===== src/rtl/cpu_control.sv =====
// Fetch/decode/execute sequencer for the 8-bit CPU: owns PC, IR, operand byte and an
// 8x8 register file, issues memory and ALU requests, and consumes ALU results/flags.
`timescale 1ns/1ps
module cpu_control #(
  parameter logic [7:0] RESET_PC = 8'h00
) (
  input  logic       clk,
  input  logic       rst,
  output logic [7:0] mem_addr,
  output logic       mem_re,
  output logic       mem_we,
  output logic [7:0] mem_wdata,
  input  logic [7:0] mem_rdata,
  output logic       alu_en,
  output logic [1:0] alu_op,
  output logic [7:0] alu_a,
  output logic [7:0] alu_b,
  input  logic [7:0] alu_out,
  input  logic       alu_zero,
  input  logic       alu_carry,
  output logic [7:0] pc,
  output logic       halted
);

  typedef enum logic [3:0] {
    S_FETCH, S_DECODE, S_OPFETCH, S_OPLATCH, S_MEM, S_LOADWB, S_EXEC, S_WB, S_HALT
  } state_t;

  localparam logic [1:0] CLS_MISC = 2'b00;
  localparam logic [1:0] CLS_SWAP = 2'b11;
  localparam logic [2:0] OP_STORE = 3'b000;
  localparam logic [2:0] OP_LOAD  = 3'b001;
  localparam logic [2:0] OP_STOP  = 3'b010;
  localparam logic [2:0] OP_JUMP  = 3'b011;
  localparam logic [2:0] OP_MSTR  = 3'b100;
  localparam logic [2:0] OP_INC   = 3'b101;
  localparam logic [2:0] OP_DEC   = 3'b110;

  state_t     state_q, state_d;
  logic [7:0] pc_q, pc_d;
  logic [7:0] ir_q, ir_d;
  logic [7:0] op2_q, op2_d;
  logic [7:0] regs_q [0:7];
  logic [7:0] regs_d [0:7];

  logic [1:0] cls_s;
  logic [2:0] sub_s, r_s, wb_dst_s;
  logic       jump_take_s;

  assign cls_s    = ir_q[7:6];
  assign sub_s    = ir_q[5:3];
  assign r_s      = ir_q[2:0];
  assign wb_dst_s = (cls_s == CLS_MISC) ? r_s : sub_s;
  assign pc       = pc_q;

  // JUMP condition field: only 001/010 are conditional, every other code is unconditional
  always_comb begin
    case (r_s)
      3'b001:  jump_take_s = alu_zero;
      3'b010:  jump_take_s = alu_carry;
      default: jump_take_s = 1'b1;
    endcase
  end

  // State register with synchronous reset
  always_ff @(posedge clk) begin
    if (rst) begin
      state_q <= S_FETCH;
      pc_q    <= RESET_PC;
      ir_q    <= 8'h00;
      op2_q   <= 8'h00;
      regs_q  <= '{default: 8'h00};
    end else begin
      state_q <= state_d;
      pc_q    <= pc_d;
      ir_q    <= ir_d;
      op2_q   <= op2_d;
      regs_q  <= regs_d;
    end
  end

  // Next-state and architectural update logic
  always_comb begin
    state_d = state_q;
    pc_d    = pc_q;
    ir_d    = ir_q;
    op2_d   = op2_q;
    regs_d  = regs_q;
    case (state_q)
      S_FETCH: state_d = S_DECODE;
      S_DECODE: begin
        ir_d = mem_rdata;
        pc_d = pc_q + 8'd1;
        if (mem_rdata[7:6] == CLS_SWAP) begin
          regs_d[mem_rdata[5:3]] = regs_q[mem_rdata[2:0]];
          regs_d[mem_rdata[2:0]] = regs_q[mem_rdata[5:3]];
          state_d = S_FETCH;
        end else if (mem_rdata[7:6] != CLS_MISC) begin
          state_d = S_EXEC;
        end else begin
          case (mem_rdata[5:3])
            OP_STORE, OP_LOAD, OP_JUMP, OP_MSTR: state_d = S_OPFETCH;
            OP_STOP:                             state_d = S_HALT;
            OP_INC, OP_DEC:                      state_d = S_EXEC;
            default:                             state_d = S_FETCH;
          endcase
        end
      end
      S_OPFETCH: state_d = S_OPLATCH;
      S_OPLATCH: begin
        op2_d   = mem_rdata;
        pc_d    = pc_q + 8'd1;
        state_d = S_FETCH;
        case (sub_s)
          OP_STORE: regs_d[r_s] = mem_rdata;
          OP_JUMP: begin
            if (jump_take_s) begin
              pc_d = mem_rdata;
            end else begin
              pc_d = pc_q + 8'd1;
            end
          end
          OP_LOAD, OP_MSTR: state_d = S_MEM;
          default: state_d = S_FETCH;
        endcase
      end
      S_MEM: begin
        if (sub_s == OP_LOAD) begin
          state_d = S_LOADWB;
        end else begin
          state_d = S_FETCH;
        end
      end
      S_LOADWB: begin
        regs_d[r_s] = mem_rdata;
        state_d     = S_FETCH;
      end
      S_EXEC: state_d = S_WB;
      S_WB: begin
        regs_d[wb_dst_s] = alu_out;
        state_d          = S_FETCH;
      end
      S_HALT:  state_d = S_HALT;
      default: state_d = S_FETCH;
    endcase
  end

  // Strobes are decoded from state and forced low while reset is held
  always_comb begin
    mem_addr  = pc_q;
    mem_re    = 1'b0;
    mem_we    = 1'b0;
    mem_wdata = 8'h00;
    alu_en    = 1'b0;
    alu_op    = 2'b00;
    alu_a     = 8'h00;
    alu_b     = 8'h00;
    halted    = 1'b0;
    case (state_q)
      S_FETCH, S_OPFETCH: mem_re = ~rst;
      S_MEM: begin
        mem_addr = op2_q;
        if (sub_s == OP_LOAD) begin
          mem_re = ~rst;
        end else begin
          mem_we    = ~rst;
          mem_wdata = regs_q[r_s];
        end
      end
      S_EXEC: begin
        alu_en = ~rst;
        if (cls_s == CLS_MISC) begin
          alu_op = 2'b00;
          alu_a  = ir_q;
          alu_b  = regs_q[r_s];
        end else begin
          alu_op = cls_s;
          alu_a  = regs_q[sub_s];
          alu_b  = regs_q[r_s];
        end
      end
      S_HALT:  halted = ~rst;
      default: mem_addr = pc_q;
    endcase
  end

endmodule


===== config.mk =====
export PLATFORM = sky130hd
export DESIGN_NAME = cpu_control
export DESIGN_NICKNAME = d
export VERILOG_FILES = /design/src/rtl/cpu_control.sv
export SDC_FILE = /design/constraint.sdc
export NUM_CORES = 1
export LEC_CHECK = 0
export ABC_AREA = 1
export CORE_MARGIN = 3
export CORE_UTILIZATION = 30
export DETAILED_ROUTE_END_ITERATION = 7
export MAX_ROUTING_LAYER = met4
export SLEW_MARGIN = 20
export SYNTH_ARGS = -nofsm -noshare
export SYNTH_HDL_FRONTEND = slang
export SYNTH_SLANG_ARGS = --single-unit
export TNS_END_PERCENT = 20

===== constraint.sdc =====
create_clock -name clk -period 1.6 [get_ports clk]
set_input_delay 0.24 -clock clk [delete_from_list [all_inputs] [get_ports clk]]
set_output_delay 0.24 -clock clk [all_outputs]
set_load 0.005 [all_outputs]

==> impl_metrics.json, run 1 <==
{
  "status": "finished, violations left",
  "violations": "setup timing",
  "cts_tree": "done",
  "fillers": 3209,
  "finalCritPeriodShare": 1.40,
  "via_per_inst": 5.82,
  "ir_drop_v": 0.000587,
  "hp-class": "input port to flip-flop",
  "fin_crit_ps": 2240,
  "critical_path_class": "flip-flop to output port",
  "clock.fmax_mhz": 446,
  "yosysWarnings": 0,
  "place_inst": 2614,
  "start_util": 0.307,
  "fin_ws_ps": -640,
  "leakage_nw": 6.99,
  "cpMostUsedCell": "buf_6",
  "synth-edff-count": 0,
  "place_ws_ps": -689,
  "rsz0062_at_grt": "true",
  "sequentialPowerShare": 0.226,
  "worstMarginPinSlew_ps": 674,
  "fin_area_sq_um": 16000,
  "fp.dieH_microns": 186,
  "antenna_left": 0,
  "ys_ff_latch": 92,
  "ys_seq_area_frac": 0.189,
  "total_power_w": 0.0111,
  "grt_usage": 0.373,
  "switchingPower_w": 0.00515,
  "htreeDepth": 3,
  "crit_path_top_delay_cell": "dfxtp_2",
  "hold_viol": 0,
  "clk_pin_slew_ps": 90,
  "die_w_microns": 186,
  "grt_first_pass_wirelength_microns": 91800,
  "antenna_found_initial": 1,
  "grt_max_degree": 44,
  "top_level_ports": 66,
  "nets": 2284,
  "numPortBuffers": 65,
  "core_sq_um": 31700,
  "drive_gt1_frac": 0.338,
  "instances_no_fill": 2673,
  "crit_path_start_kind": "flip-flop",
  "drtIter0Drc": 2630,
  "placementRows": 65,
  "synth_top_area_cell": "nand2_1",
  "p_comb_frac": 0.553,
  "synth_top_area_share": 0.223,
  "synthArstFlopShare": 0,
  "root_buffer": "clkbuf_16",
  "setup_violations": 110,
  "wl_per_cell_microns": 24.2,
  "crit_arrival_ps": 2000,
  "cp-end-kind": "output port",
  "synth.distinct_cells": 38,
  "ctsHoldBuffers": 0,
  "place_area_sq_um": 14400,
  "synthesis.area_sq_um": 9730,
  "critPathMaxStageDelay_ps": 370,
  "dr.pass1.iters": 6,
  "switching_share": 0.465,
  "cap_violations": 0,
  "gp_congestion": 1.13,
  "grt_pass1_vias": 13700,
  "worstPathMaxFanout": 6,
  "drv_slew": 0,
  "wirelength_microns": 64700,
  "dieArea_sq_um": 34600,
  "clock_latency_ps": 390,
  "skew_ps": 14.5,
  "syn_inst": 1797,
  "route.detailed.drc": 0,
  "cp.required_ps": 1360,
  "globalRoute.totalOverflow": 0,
  "hpwl_microns": 48200,
  "cts_buffers": 9,
  "synth.top_cells.by_area": "nand2_1, dfxtp_1, nand3_1, a21oi_1, o21ai_0",
  "p_per_area_nw_per_um2": 692,
  "num_vias": 15600,
  "cts_buffer_depth": 2,
  "slew_headroom": 0.551,
  "clkPwrFrac": 0.220,
  "cts_sinks": 92,
  "postSynthAreaPerCell_sq_um": 5.41,
  "worstPathCellList": "inv_4 > buf_12 > nand2_4 > buf_6 > buf_6 > inv_6 > a22oi_1 > nand3_1 > nand2_1 > a21oi_1 > clkdlybuf4s15_2",
  "internal-power_w": 0.00594,
  "syn2layout_area_growth_pct": 64.7,
  "synth.net_count": 1818,
  "synth_flop_cell": "dfxtp_1"
}
synthesized netlist by cell type, drive strengths merged (7+ instances only):
cell type and number:
o221ai 11, o22ai 18, buf 52, nand2 581
inv 152, nand3 328, nor2 92, o211ai 7
a211oi 7, clkbuf 54, nand4 45, o21ai 138
a21oi 187, dfxtp 92, a221oi 7
layout by cell type (no fill, tap or decap), types with 8 or more instances in the layout:
master           instances
nor2_1                  49
buf_6                   53
a21oi_2                 15
o221ai_2                11
nor2_4                  26
inv_2                   37
o22ai_4                 10
clkbuf_16               11
buf_4                  388
nand3_1                312
buf_12                  47
inv_4                    8
dfxtp_1                 78
o21ai_2                 11
nand2_2                 13
dfxtp_2                 11
nand4_1                 45
a21oi_1                170
nand3_4                 10
nor2_2                  17
o21ai_0                114
buf_2                   33
nand2_1                564
inv_1                  103
o21ai_1                 12
clkdlybuf4s50_1         23
layer usage:
metal / wire length (microns) / part of all wire / global-route usage / vias to the layer above
met5: 0 / 0 / - / -
met3: 8550 / 0.13 / 0.0905 / 211
met4: 3860 / 0.060 / 0.177 / 0
met2: 26000 / 0.40 / 0.513 / 1151
met1: 26300 / 0.41 / 0.509 / 7163
li1: - / - / - / 7040
per-stage QoR:
stage / setup TNS, ps / hold WS (ps) / util
floorplan: -71.5 / 443 / -
global placement: -60080 / 453 / 0.454
detailed placement: -60050 / 455 / 0.454
CTS: -41590 / 326 / 0.490
global route: -51610 / 341 / 0.505
finish: -43530 / 326 / 0.505
path summary, 6_finish.rpt:
kind | from | endpoint | slack, ps | cells past startpoint
worst min-delay path | rst | pc[3]$_SDFFE_PP0P_ | 330 | 3
worst max register to register | ir_q[1]$_SDFFE_PP0P_ | flip-flop | -510 | 13
worst max-delay path | ir_q[4]$_SDFFE_PP0P_ | alu_a[5] | -640 | 11
worst min register to register | flip-flop | flip-flop | 470 | 2
final cells by class:
type,instances,area (sq um),area share
Antenna cell,3,7.51,0.000469
Clock buffer,9,225,0.0141
Inverter,153,614,0.0383
Multi-Input combinational cell,1446,7630,0.476
Timing Repair Buffer,561,5090,0.318
Sequential cell,92,1870,0.117
Clock inverter,7,80.1,0.00500
Tap cell,402,503,0.0314
worst max-delay path, delay by kind of cell, from the launching register on:
family / cells / cell delay (ps)
flip-flops: 1 / 370
buffers and inverters: 6 / 700
AND/OR/NAND/NOR: 3 / 280
AO/OA/AOI/OAI: 2 / 250
power groups by stage:
stage | Clock (W) | Sequential, W | Combinational, W
after detailed placement | 0 | 0.00252 | 0.00499
after global placement | 0 | 0.00252 | 0.00498
after global routing | 0.00254 | 0.00252 | 0.00637
after CTS | 0.00245 | 0.00250 | 0.00554
final | 0.00244 | 0.00251 | 0.00614
after floorplan | 0 | 0.00252 | 0.00233
cell families (layout without fill, tap and decap cells):
family / Yosys count / count (layout) / synth area share
and+or+nand+nor: 1055 / 1055 / 0.480
AOI/OAI and AO/OA: 385 / 385 / 0.218
buffers and inverters: 259 / 730 / 0.107
DFF: 92 / 92 / 0.189
xor gates and xnor gates: 5 / 5 / 0.00450
adders and majority gates: 1 / 1 / 0.00129
other: 0 / 3 / 0
timing repair:
action	4_1_cts	5_1_grt
gates cloned	1	2
pin swaps	48	38
endpoints found under the hold margin	0	0
setup endpoints to repair	116	119
buffers inserted	31	11
resized for setup	326	126
Power figures use the tool's default switching activity.
==> inputs of run 2 (changes only) <==
==> constraint.sdc (replaced) <==
create_clock -name clk -period 1.6 [get_ports clk]
set_input_delay 0.24 -clock clk [delete_from_list [all_inputs] [get_ports clk]]
set_output_delay 0.24 -clock clk [all_outputs]
set_load 0.01 [all_outputs]
==> impl_metrics.json, run 2 (synthesized netlist as in run 1, its figures left out) <==
{
  "critical_path_class": "flip-flop to output port",
  "die_w_microns": 186,
  "num_vias": 15300,
  "via_per_inst": 5.78,
  "fin_ws_ps": -650,
  "p_per_area_nw_per_um2": 701,
  "leakage_nw": 6.92,
  "place_ws_ps": -849,
  "ctsHoldBuffers": 0,
  "cts_buffer_depth": 2,
  "layout_commonest_cell": "nand2_1",
  "hold_ws_ps": 189,
  "dieArea_sq_um": 34600,
  "start_util": 0.307,
  "fillers": 3353,
  "hold_viol": 0,
  "slew_headroom": 0.616,
  "grt_max_degree": 82,
  "status": "finished, violations left",
  "fin_area_sq_um": 15900,
  "route.detailed.drc": 0,
  "hpwl_microns": 53200,
  "place_area_sq_um": 14300,
  "violations": "setup timing",
  "grt_pass1_vias": 14000,
  "cts_tree": "done",
  "instances_no_fill": 2652,
  "numPortBuffers": 65,
  "drive_gt1_frac": 0.350,
  "drtIter0Drc": 2167,
  "fp.dieH_microns": 186,
  "cts_sinks": 92,
  "cp.required_ps": 1360,
  "fin_crit_ps": 2250,
  "total_power_w": 0.0111,
  "cap_violations": 0,
  "nets": 2266,
  "wirelength_microns": 69200,
  "wl_per_cell_microns": 26.1,
  "drv_slew": 0,
  "htreeDepth": 3,
  "core_sq_um": 31700,
  "crit_arrival_ps": 2010,
  "grt_first_pass_wirelength_microns": 98500,
  "dr.pass1.iters": 6,
  "ir_drop_v": 0.000555,
  "placementRows": 65,
  "hp-class": "input port to flip-flop",
  "cts_buffers": 9,
  "skew_ps": 10.2,
  "setup_violations": 109,
  "rsz0062_at_grt": "true",
  "clock.fmax_mhz": 444,
  "finalCritPeriodShare": 1.41,
  "gp_congestion": 1.10,
  "globalRoute.totalOverflow": 0,
  "rrSetupSlack_ps": -500,
  "syn2layout_area_growth_pct": 63.0,
  "grt_usage": 0.407,
  "final_cell_mix": "nand2_1, buf_4, nand3_1, a21oi_1, o21ai_0",
  "worstMarginPinSlew_ps": 574,
  "diodes": 0,
  "root_buffer": "clkbuf_16",
  "cp-end-kind": "output port",
  "antenna_left": 0,
  "crit_path_start_kind": "flip-flop",
  "clock_latency_ps": 400,
  "place_inst": 2612,
  "top_level_ports": 66,
  "holdPathStages": 2,
  "r2r_cells": 13,
  "clk_pin_slew_ps": 80,
  "antenna_found_initial": 1,
  "worstPathMaxFanout": 4
}
-- run 2: cell count changes in the layout (fill, tap and decap cells not counted), sizes merged, moves of 2 or more --
cell / delta
buf: -11
clkdlybuf4s50: -5
clkbuf: -3
diode: -3
dlygate4sd2: +3
inv: -2
-- run 2: what timing repair did --
action | CTS | global route
buffers inserted | 16 | 14
hold endpoints to repair | 0 | 0
pin swaps | 47 | 38
resized for setup | 360 | 125
endpoints found under the setup margin | 117 | 116
-- run 2: where the power goes --
group	internal (W)	total, W	switching (W)	leakage, nW
sequential	0.00240	0.00252	0.000123	0.753
clock	0.00113	0.00242	0.00129	0.142
combinational	0.00243	0.00619	0.00376	6.03
-- run 2: area by class of cell --
type	instances	area, sq um	area share
tap	402	503	0.0317
multi-input combinational	1446	7780	0.491
sequential	92	1880	0.118
clock inverter	6	53.8	0.00339
timing repair buffer	543	4790	0.302
inverter	153	609	0.0384
clock buffer	10	239	0.0151
-- run 2: routing by layer --
metal,wire (microns),up-vias,global-route usage
li1,-,6984,-
met1,29300,7171,0.563
met2,28600,990,0.573
met3,8090,171,0.0909
met4,3180,0,0.158
met5,0,-,-
-- run 2: metrics by stage --
stage	TNS (ps)	util
6_report	-36400	0.500
5_1_grt	-45450	0.500
4_1_cts	-31170	0.483
3_5_place_dp	-68880	0.452
3_3_place_gp	-69780	0.452
2_1_floorplan	-189	-
-- run 2: final timing paths --
check | endpoint | from
worst max-delay path | alu_a[7] | ir_q[3]$_SDFFE_PP0P_
worst min-delay path | state_q[2]$_SDFF_PP0_ | rst
worst max register to register | flip-flop | ir_q[3]$_SDFFE_PP0P_
worst min register to register | flip-flop | flip-flop
-- run 2: critical path, cell delays in order (launching register included) --
cell	delay (ps)
dfxtp_4	370
nor2_4	140
clkinvlp_4	180
buf_6	170
o221ai_2	150
a21oi_2	60
buf_4	160
a211oi_2	210
buf_2	170
